## src/rtl/result_writeback_pkg.sv

```systemverilog
// result_writeback_pkg: shared widths, FSM encodings and the RELU helper.
package result_writeback_pkg;
  localparam int DATA_W = 18;
  localparam int ADDR_W = 16;
  localparam int DIM_W  = 8;
  localparam logic [1:0] ST_RUN   = 2'd0;
  localparam logic [1:0] ST_DRAIN = 2'd1;
  localparam logic [1:0] ST_DONE  = 2'd2;
  function automatic logic [DATA_W-1:0] relu_fn(input logic en, input logic [DATA_W-1:0] d);
    return (en && d[DATA_W-1]) ? '0 : d;
  endfunction
endpackage

```

## src/rtl/result_fifo.sv

```systemverilog
// result_fifo: synchronous FIFO with occupancy count and async active-low reset.
module result_fifo #(
  parameter int DEPTH = 4,
  parameter int W     = 18
) (
  input  logic                     clk,
  input  logic                     rst,
  input  logic                     push,
  input  logic                     pop,
  input  logic [W-1:0]             din,
  output logic [W-1:0]             dout,
  output logic                     empty,
  output logic [$clog2(DEPTH):0]   count
);
  localparam int AW = $clog2(DEPTH);
  logic [W-1:0] mem [DEPTH];
  logic [AW-1:0] wr_ptr, rd_ptr;
  assign dout  = mem[rd_ptr];
  assign empty = count == '0;
  always_ff @(posedge clk)
    if (push) mem[wr_ptr] <= din;
  always_ff @(posedge clk or negedge rst)
    if (!rst) begin
      wr_ptr <= '0;
      rd_ptr <= '0;
      count  <= '0;
    end else begin
      if (push) wr_ptr <= wr_ptr + 1'b1;
      if (pop) rd_ptr <= rd_ptr + 1'b1;
      count <= count + (AW+1)'(push) - (AW+1)'(pop);
    end
endmodule

```

## src/rtl/result_writeback.sv

```systemverilog
// result_writeback: buffers allocator results and writes them to memory at offset+index,
// raising done once out_dim*out_dim results are written.
module result_writeback
  import result_writeback_pkg::*;
#(
  parameter int FIFO_DEPTH = 4,
  parameter bit RELU       = 1'b0
) (
  input  logic              clk,
  input  logic              rst,
  input  logic [DIM_W-1:0]  out_dim,
  input  logic [ADDR_W-1:0] out_memory_offset,
  input  logic              result_ready,
  input  logic [DATA_W-1:0] result_data,
  output logic              result_block,
  input  logic              write_stall,
  output logic [ADDR_W-1:0] write_addr,
  output logic [DATA_W-1:0] write_data,
  output logic              write_en,
  output logic              overflow,
  output logic              done
);
  localparam int CW = $clog2(FIFO_DEPTH) + 1;
  logic [1:0] state, state_nx;
  logic [ADDR_W-1:0] total, accept_count, write_index;
  logic [DATA_W-1:0] fifo_dout;
  logic [CW-1:0] count;
  logic push, pop, empty, full;
  assign total        = {8'd0, out_dim} * {8'd0, out_dim};
  assign full         = count == CW'(FIFO_DEPTH);
  assign result_block = full && state == ST_RUN;
  // accept_count != total keeps a zero-sized layer from accepting anything
  assign push         = result_ready && !full && state == ST_RUN && accept_count != total;
  assign pop          = !empty && !write_stall;
  assign done         = state == ST_DONE;
  result_fifo #(.DEPTH(FIFO_DEPTH), .W(DATA_W)) u_fifo (
    .clk   (clk),
    .rst   (rst),
    .push  (push),
    .pop   (pop),
    .din   (relu_fn(RELU, result_data)),
    .dout  (fifo_dout),
    .empty (empty),
    .count (count)
  );
  always_comb begin
    state_nx = state;
    if (state == ST_RUN && total == '0) state_nx = ST_DONE;
    else if (state == ST_RUN && push && accept_count + 16'd1 == total) state_nx = ST_DRAIN;
    else if (state == ST_DRAIN && empty && write_index == total) state_nx = ST_DONE;
  end
  always_ff @(posedge clk or negedge rst)
    if (!rst) begin
      state        <= ST_RUN;
      accept_count <= '0;
      write_index  <= '0;
      write_en     <= 1'b0;
      write_addr   <= '0;
      write_data   <= '0;
      overflow     <= 1'b0;
    end else begin
      state    <= state_nx;
      write_en <= pop;
      if (push) accept_count <= accept_count + 16'd1;
      if (result_ready && state != ST_RUN) overflow <= 1'b1;
      if (pop) begin
        write_data  <= fifo_dout;
        write_addr  <= out_memory_offset + write_index;
        write_index <= write_index + 16'd1;
      end
    end
endmodule
```

## config.mk

```make
export PLATFORM = sky130hd
export DESIGN_NAME = result_writeback
export DESIGN_NICKNAME = d
export VERILOG_FILES = /design/src/rtl/result_writeback_pkg.sv /design/src/rtl/result_fifo.sv /design/src/rtl/result_writeback.sv
export SDC_FILE = /design/constraint.sdc
export NUM_CORES = 1
export LEC_CHECK = 0
export ABC_CLOCK_PERIOD_IN_PS = 5800
export CAP_MARGIN = 5
export CORE_MARGIN = 1.5
export CORE_UTILIZATION = 50
export CTS_BUF_LIST = sky130_fd_sc_hd__clkbuf_16
export CTS_CLUSTER_DIAMETER = 150
export DETAILED_ROUTE_END_ITERATION = 16
export PLACE_DENSITY_LB_ADDON = 0.08
export REMOVE_ABC_BUFFERS = 1
export SLEW_MARGIN = 20
export SYNTH_ARGS = -nofsm -noshare
export SYNTH_HDL_FRONTEND = slang
export SYNTH_HIERARCHICAL = 1
export SYNTH_SLANG_ARGS = --single-unit
```

## constraint.sdc

```tcl
create_clock -name clk -period 5.8 [get_ports clk]
set_input_delay 0.87 -clock clk [delete_from_list [all_inputs] [get_ports clk]]
set_output_delay 0.87 -clock clk [all_outputs]
set_load 0.02 [all_outputs]
```

==> impl_metrics.py, run 1 <==
metrics = {
    "run_status": {
        "run_status": "complete, no violations",
    },
    "cts": {
        "cts_tree": "built",
        "path_clk_slew_ns": 0.07,
        "cts.htree.levels": 4,
        "cts_buffer_depth": 2,
        "sinks_on_the_clock_net": 149,
        "numCtsBuffers": 17,
        "clockRootBuffer": "clkbuf_16",
        "clk_latency_ns": 0.43,
    },
    "pwr": {
        "irDropWorstVdd_mv": 0.301,
        "report.power.total_mw": 5.17,
        "p_leak_nw": 5.08,
        "powerDensity_mw_per_mm2": 441,
    },
    "place": {
        "placedCellCount": 1174,
        "gp_routability_congestion": 0.850,
        "io_buffers": 83,
        "detailed_place.area_mm2": 0.0107,
        "pre_cts_ws_ns": -1.17,
        "place_hpwl_mm": 14.2,
    },
    "layout": {
        "drive_above_1_share": 0.233,
        "areaGrowthSynthToFinish_pct": 30.0,
        "finalCoreUtilization": 0.670,
        "final_non_filler_cell_area_mm2": 0.0117,
        "mostFrequentLayoutCells": "nand2_1 (111), buf_4 (89), dfrtp_1 (77), clkdlybuf4s50_1 (74), edfxtp_1 (72)",
        "final_cell_count_no_fill": 1219,
        "design.final.nets": 1102,
        "layout.cells.most_common": "nand2_1",
        "antenna_cells_inserted": 0,
    },
    "grt": {
        "global_route.overflow_total": 0,
        "grt_start_max_net_pins": 78,
        "wire_length_of_the_first_global_routing_pass_mm": 32.9,
        "number_of_antenna_violations_at_the_first_check_in_global_routing": 0,
        "grt_pass1_vias": 6838,
        "grt_usage": 0.227,
    },
    "floorplan": {
        "die_h_um": 137,
        "fp.coreArea_mm2": 0.0175,
        "fp.dieArea_mm2": 0.0188,
        "fp.dieW_um": 137,
        "placementRows": 48,
        "boundaryPins": 84,
        "effective_utilization_at_floorplan": 0.515,
    },
    "routing": {
        "routed_wire_length_per_instance_um": 16.3,
        "routedLengthMet1_mm": 8.70,
        "route.antenna.remaining_nets": 0,
        "detailroute.via_count": 6497,
        "detail_routed_via_count_per_cell": 5.33,
        "dr.pass1.iters": 4,
        "totalWireLength_mm": 19.9,
        "routed-wl-met2_mm": 10.2,
        "drt_first_iter_violations": 272,
        "drc_errors": 0,
        "met3RoutedLength_um": 707,
        "routed.top_layer": "met4",
    },
    "sta": {
        "finalSetupViolCount": 0,
        "setup_tns_ns": 0,
        "timing.fmax_mhz": 173,
        "fin_crit_sh": 0.999,
        "max_slew_vio_count": 0,
        "fin_hold_ws_ns": 0.470,
        "finalCriticalPeriod_ns": 5.79,
        "timing.final.hold_violations": 0,
        "fin_worst_skew_ns": 0.0103,
        "slew_at_the_pin_closest_to_its_max_slew_limit_ns": 0.906,
        "grt_setup_unrepaired": "true",
        "timing.final.ws_setup_ns": 0.00530,
        "worst_slew_margin_rel": 0.396,
    },
    "synthesis": {
        "synth-simple-area-share": 0.151,
        "synth_compound_area_frac": 0.0756,
        "synth.yosys.warnings": 6,
        "postSynth.asyncResetShare": 0.517,
        "post_synth_xor_area_fraction": 0.107,
        "synth.area.mux_share": 0.0474,
        "synth-seq-cells": 149,
        "synth_seq_area_share": 0.454,
        "number_of_enable_flip_flop_cells_after_synthesis": 72,
        "post_synth_inst_count": 807,
        "dominant_combinational_cell_family_by_area_after_synthesis": "simple AND/OR/NAND/NOR gates",
        "synthesis.area_mm2": 0.00901,
        "ys_dominant_reg_cell": "dfrtp_1",
        "synthAdderAreaFrac": 0.124,
        "synth.avg_cell_area_um2": 11.2,
        "synthDistinctLibCells": 74,
    },
    "critical_path": {
        "critical_path.max_fanout": 5,
        "worst_setup_path_start_kind": "input port",
        "crit_arrival_ns": 6.13,
        "timing.setup.critical_path_class": "input port to flip-flop",
        "critical_path_required_ns": 6.14,
        "end_kind": "flip-flop",
    },
    "worst_hold_path": {
        "hp-class": "input port to asynchronous set/reset pin",
    },
    "job": {
        "drv.max_cap_violation_count": 0,
    },
}
## cells in the mapped netlist, drive strengths merged (3+ instances only)
cell       n  area (um^2)
a2111oi    4         53.8
a211oi     4         30.0
a21o       6         45.0
a21oi     13         65.1
a31oi      5         46.3
and2      20          125
and3      17          106
and3b      3         26.3
buf        9         71.3
clkbuf    16         61.3
dfrtp     77         1930
edfxtp    72         2160
fa        24          480
ha        51          638
inv       61          229
mux4      18          405
nand2    125          487
nand2b     7         43.8
nand3     18         90.1
nand4     10         62.6
nor2      31          116
nor2b      4         25.0
nor3      17         85.1
nor4       5         37.5
o2111ai    3         26.3
o211ai     4         30.0
o21ai     34          174
o31ai      3         22.5
or2        5         31.3
or3        9         61.3
xnor2     57          522
xnor3      3         67.6
xor2      41          374
## final cells by class
| class | count | area (um^2) |
|---|---|---|
| clock buffer | 17 | 425 |
| clock inverter | 15 | 160 |
| fill | 1312 | 5760 |
| inverter | 62 | 233 |
| multi-input combinational | 571 | 4890 |
| sequential | 149 | 4090 |
| tap | 225 | 282 |
| timing repair buffer | 180 | 1640 |
## cell families (layout without fill, tap and decap cells)
kind of cell	Yosys count	after routing
AOI/OAI and AO/OA	97	97
xor gates and xnor gates	101	101
adders and majority gates	75	75
buffers and inverters	87	274
DFF	149	149
muxes	20	20
and+or+nand+nor	278	278
## flip-flops by register name, indices dropped and copies added, names as in the netlist
signal	flops
u_fifo/rd_ptr	2
write_en	1
overflow	1
u_fifo/wr_ptr	2
accept_count	16
state	2
write_addr	16
u_fifo/mem	72
u_fifo/count	3
write_data	18
write_index	16
## power by group
group	total [mW]	internal (mW)	switching (mW)
logic	2.69	1.40	1.29
clock network	1.08	0.577	0.507
registers	1.40	1.26	0.137
## worst paths after layout
| path | from | endpoint | slack, ns | cells past startpoint |
|---|---|---|---|---|
| setup reg to reg | accept_count[0] | state[0] | 2.89 | 10 |
| hold reg to reg | write_data[15] | write_data[15] | 0.48 | 2 |
| min in group clk | write_data[15] | write_data[15] | 0.48 | 2 |
| setup / recovery | out_dim[6] | u_fifo/count[2] | 0.005 | 23 |
| hold / removal | rst | write_addr[13] | 0.47 | 1 |
| max in group asynchronous | rst | write_data[3] | 4.82 | 1 |
## repair_timing
action	CTS	global route
hold endpoints to repair	0	0
buffers inserted	8	6
hold buffers	0	0
resized for setup	68	52
endpoints found under the setup margin	92	74
pin swaps	32	32
## worst max-delay path, cell delays in order
cell	delay, ns
buf_8	0.09
nand2_4	0.06
fa_1	0.51
fa_1	0.53
fa_1	0.52
fa_1	0.56
inv_2	0.05
ha_4	0.15
or3_4	0.38
nand2b_1	0.22
o21ai_4	0.18
buf_4	0.14
xnor3_1	0.25
nor3b_2	0.20
o2111a_2	0.25
a31oi_4	0.10
inv_2	0.09
ha_4	0.13
inv_2	0.04
ha_4	0.14
fa_2	0.35
xnor2_2	0.17
xnor2_1	0.14
## per-layer routing
layer,up-vias,global-route usage
met5,-,0
met4,0,0.0696
met3,25,0.0408
met2,119,0.395
met1,3183,0.290
li1,3170,-
Power figures use the tool's default switching activity.
==> run 2: changes to the inputs <==
--- a/config.mk
+++ b/config.mk
@@ -8,11 +8,11 @@
 export ABC_CLOCK_PERIOD_IN_PS = 5800
 export CAP_MARGIN = 5
 export CORE_MARGIN = 1.5
-export CORE_UTILIZATION = 50
+export CORE_UTILIZATION = 63
 export CTS_BUF_LIST = sky130_fd_sc_hd__clkbuf_16
 export CTS_CLUSTER_DIAMETER = 150
 export DETAILED_ROUTE_END_ITERATION = 16
-export PLACE_DENSITY_LB_ADDON = 0.08
+export PLACE_DENSITY = 0.86
 export REMOVE_ABC_BUFFERS = 1
 export SLEW_MARGIN = 20
 export SYNTH_ARGS = -nofsm -noshare
==> impl_metrics.py, run 2 (synthesis results as in run 1) <==
metrics = {
    "layout": {
        "design.final.nets": 1103,
        "final_cell_count_no_fill": 1175,
        "layout.cells.most_common": "nand2_1",
        "layout_top_registers": "u_fifo/mem (72), write_data (18)",
        "antenna_cells_inserted": 0,
        "max_flop_register": "u_fifo/mem",
        "drive_above_1_share": 0.226,
        "largest_register_ffs": 72,
        "mostFrequentLayoutCells": "nand2_1 (111), buf_4 (88), dfrtp_1 (77), clkdlybuf4s50_1 (74), edfxtp_1 (72)",
        "areaGrowthSynthToFinish_pct": 29.5,
    },
    "pwr": {
        "report.power.total_mw": 5.38,
        "powerDensity_mw_per_mm2": 461,
        "p_leak_nw": 5.11,
        "irDropWorstVdd_mv": 0.358,
    },
    "critical_path": {
        "timing.setup.critical_path_class": "input port to flip-flop",
        "path_cells": "buf_6 -> and2_4 -> xnor2_4 -> ha_2 -> a21oi_2 -> fa_2 -> fa_1 -> fa_1 -> inv_2 -> ha_4 -> or3_4 -> o22a_4 -> a2111oi_4 -> and4bb_4 -> xor2_4 -> a31oi_4 -> inv_1 -> ha_1 -> inv_1 -> ha_2 -> fa_2 -> xnor2_2 -> xnor2_1",
        "critical_path.max_fanout": 3,
        "crit_arrival_ns": 6.34,
        "cell_type_of_the_slowest_stage_on_the_worst_timing_path": "fa_1",
        "worst_setup_path_start_kind": "input port",
        "worst_path_largest_cell_delay_ns": 0.57,
        "critical_path_required_ns": 6.14,
        "end_kind": "flip-flop",
    },
    "job": {
        "drv.max_cap_violation_count": 0,
    },
    "sta": {
        "max_slew_vio_count": 0,
        "fin_hold_ws_ns": 0.469,
        "fin_worst_skew_ns": 0.0140,
        "slew_at_the_pin_closest_to_its_max_slew_limit_ns": 0.892,
        "grt_setup_unrepaired": "true",
        "fin_crit_sh": 1.04,
        "timing.final.hold_violations": 0,
        "timing.fmax_mhz": 167,
        "timing.final.ws_setup_ns": -0.206,
        "worst_slew_margin_rel": 0.405,
        "finalSetupViolCount": 2,
        "finalCriticalPeriod_ns": 6.01,
    },
    "cts": {
        "cts.htree.levels": 4,
        "cts_tree": "built",
        "cts_buffer_depth": 2,
        "clk_latency_ns": 0.43,
        "clockRootBuffer": "clkbuf_16",
        "path_clk_slew_ns": 0.07,
        "cts-hold-fix-buffers": 0,
        "numCtsBuffers": 17,
        "sinks_on_the_clock_net": 149,
    },
    "routing": {
        "dr.pass1.iters": 6,
        "drt_first_iter_violations": 585,
        "routed_wire_length_per_instance_um": 19.0,
        "drc_errors": 0,
        "detail_routed_via_count_per_cell": 6.00,
        "totalWireLength_mm": 22.4,
        "detailroute.via_count": 7045,
        "route.antenna.remaining_nets": 0,
    },
    "floorplan": {
        "fp.dieW_um": 123,
        "fp.dieArea_mm2": 0.0150,
        "placementRows": 43,
        "effective_utilization_at_floorplan": 0.646,
        "die_h_um": 123,
        "boundaryPins": 84,
        "fp.coreArea_mm2": 0.0139,
    },
    "grt": {
        "number_of_antenna_violations_at_the_first_check_in_global_routing": 0,
        "grt_start_max_net_pins": 78,
        "wire_length_of_the_first_global_routing_pass_mm": 34.6,
        "global_route.overflow_total": 0,
        "grt_pass1_vias": 7228,
        "grt_usage": 0.301,
    },
    "place": {
        "pre_cts_ws_ns": -1.20,
        "gp_routability_congestion": 0.917,
        "place_hpwl_mm": 14.5,
        "io_buffers": 83,
        "placedCellCount": 1124,
    },
    "run_status": {
        "failed_checks": "negative setup slack",
        "run_status": "finished with violations",
    },
    "worst_hold_path": {
        "hp-class": "input port to asynchronous set/reset pin",
    },
}
## run 2: cell count changes in the layout (fill, tap and decap cells not counted), moves of 2 or more
cell,before,now
buf_6,8,11
clkinv_4,0,2
inv_1,56,58
and3_4,2,0
ha_2,1,4
inv_8,5,3
and3_1,15,17
clkinv_8,3,1
inv_2,6,3
ha_4,4,2
bufinv_16,0,3
## run 2: critical path, delay by kind of cell
| kind | cells | cell delay, ns |
|---|---|---|
| buffers and inverters | 4 | 0.27 |
| xor gates and xnor gates | 4 | 0.65 |
| and+or+nand+nor | 3 | 0.83 |
| AOI/OAI and AO/OA | 4 | 0.96 |
| adders and majority gates | 8 | 2.73 |
## run 2: stage by stage
step	utilization	setup TNS (ns)	area (um^2)
5_1_grt	0.837	-0.399	11700
3_3_place_gp	0.759	-56.58	10600
4_1_cts	0.818	0	11400
3_5_place_dp	0.759	-74.09	10600
6_report	0.837	-0.208	11700
2_1_floorplan	-	-24.75	8870
## run 2: layer usage
metal	wire length, um	global-route usage	up-vias
met2	11900	0.530	263
met3	1170	0.0604	51
met4	524	0.108	0
li1	-	-	3164
met1	8800	0.369	3567
met5	0	0	-
## run 2: layout make-up
cell class | count | area (um^2)
inverter | 62 | 233
clock inverter | 15 | 206
multi-input combinational | 571 | 4830
fill | 678 | 2270
sequential | 149 | 4090
tap | 180 | 225
timing repair buffer | 181 | 1660
clock buffer | 17 | 425
## run 2: what timing repair did
item | 4_1_cts | 5_1_grt
setup endpoints to repair | 91 | 2
gates resized for setup | 64 | 48
pin swaps | 33 | 36
buffers inserted | 11 | 8
## run 2: path summary, 6_finish.rpt
check                      slack [ns]  depth (start not counted)               to             from
setup / recovery                -0.21                         23  u_fifo/count[2]       out_dim[0]
hold / removal                   0.47                          1   write_addr[14]              rst
setup reg to reg                 2.79                         10         state[0]  accept_count[0]
hold reg to reg                  0.48                          2    write_data[9]    write_data[9]
max in group asynchronous        4.81                          1  accept_count[0]              rst
min in group clk                 0.48                          2    write_data[9]    write_data[9]
## run 2: power by group
group / internal (mW) / total (mW) / switching [mW]
registers: 1.26 / 1.40 / 0.144
clock network: 0.697 / 1.18 / 0.480
logic: 1.39 / 2.80 / 1.41
total: 3.35 / 5.38 / 2.03
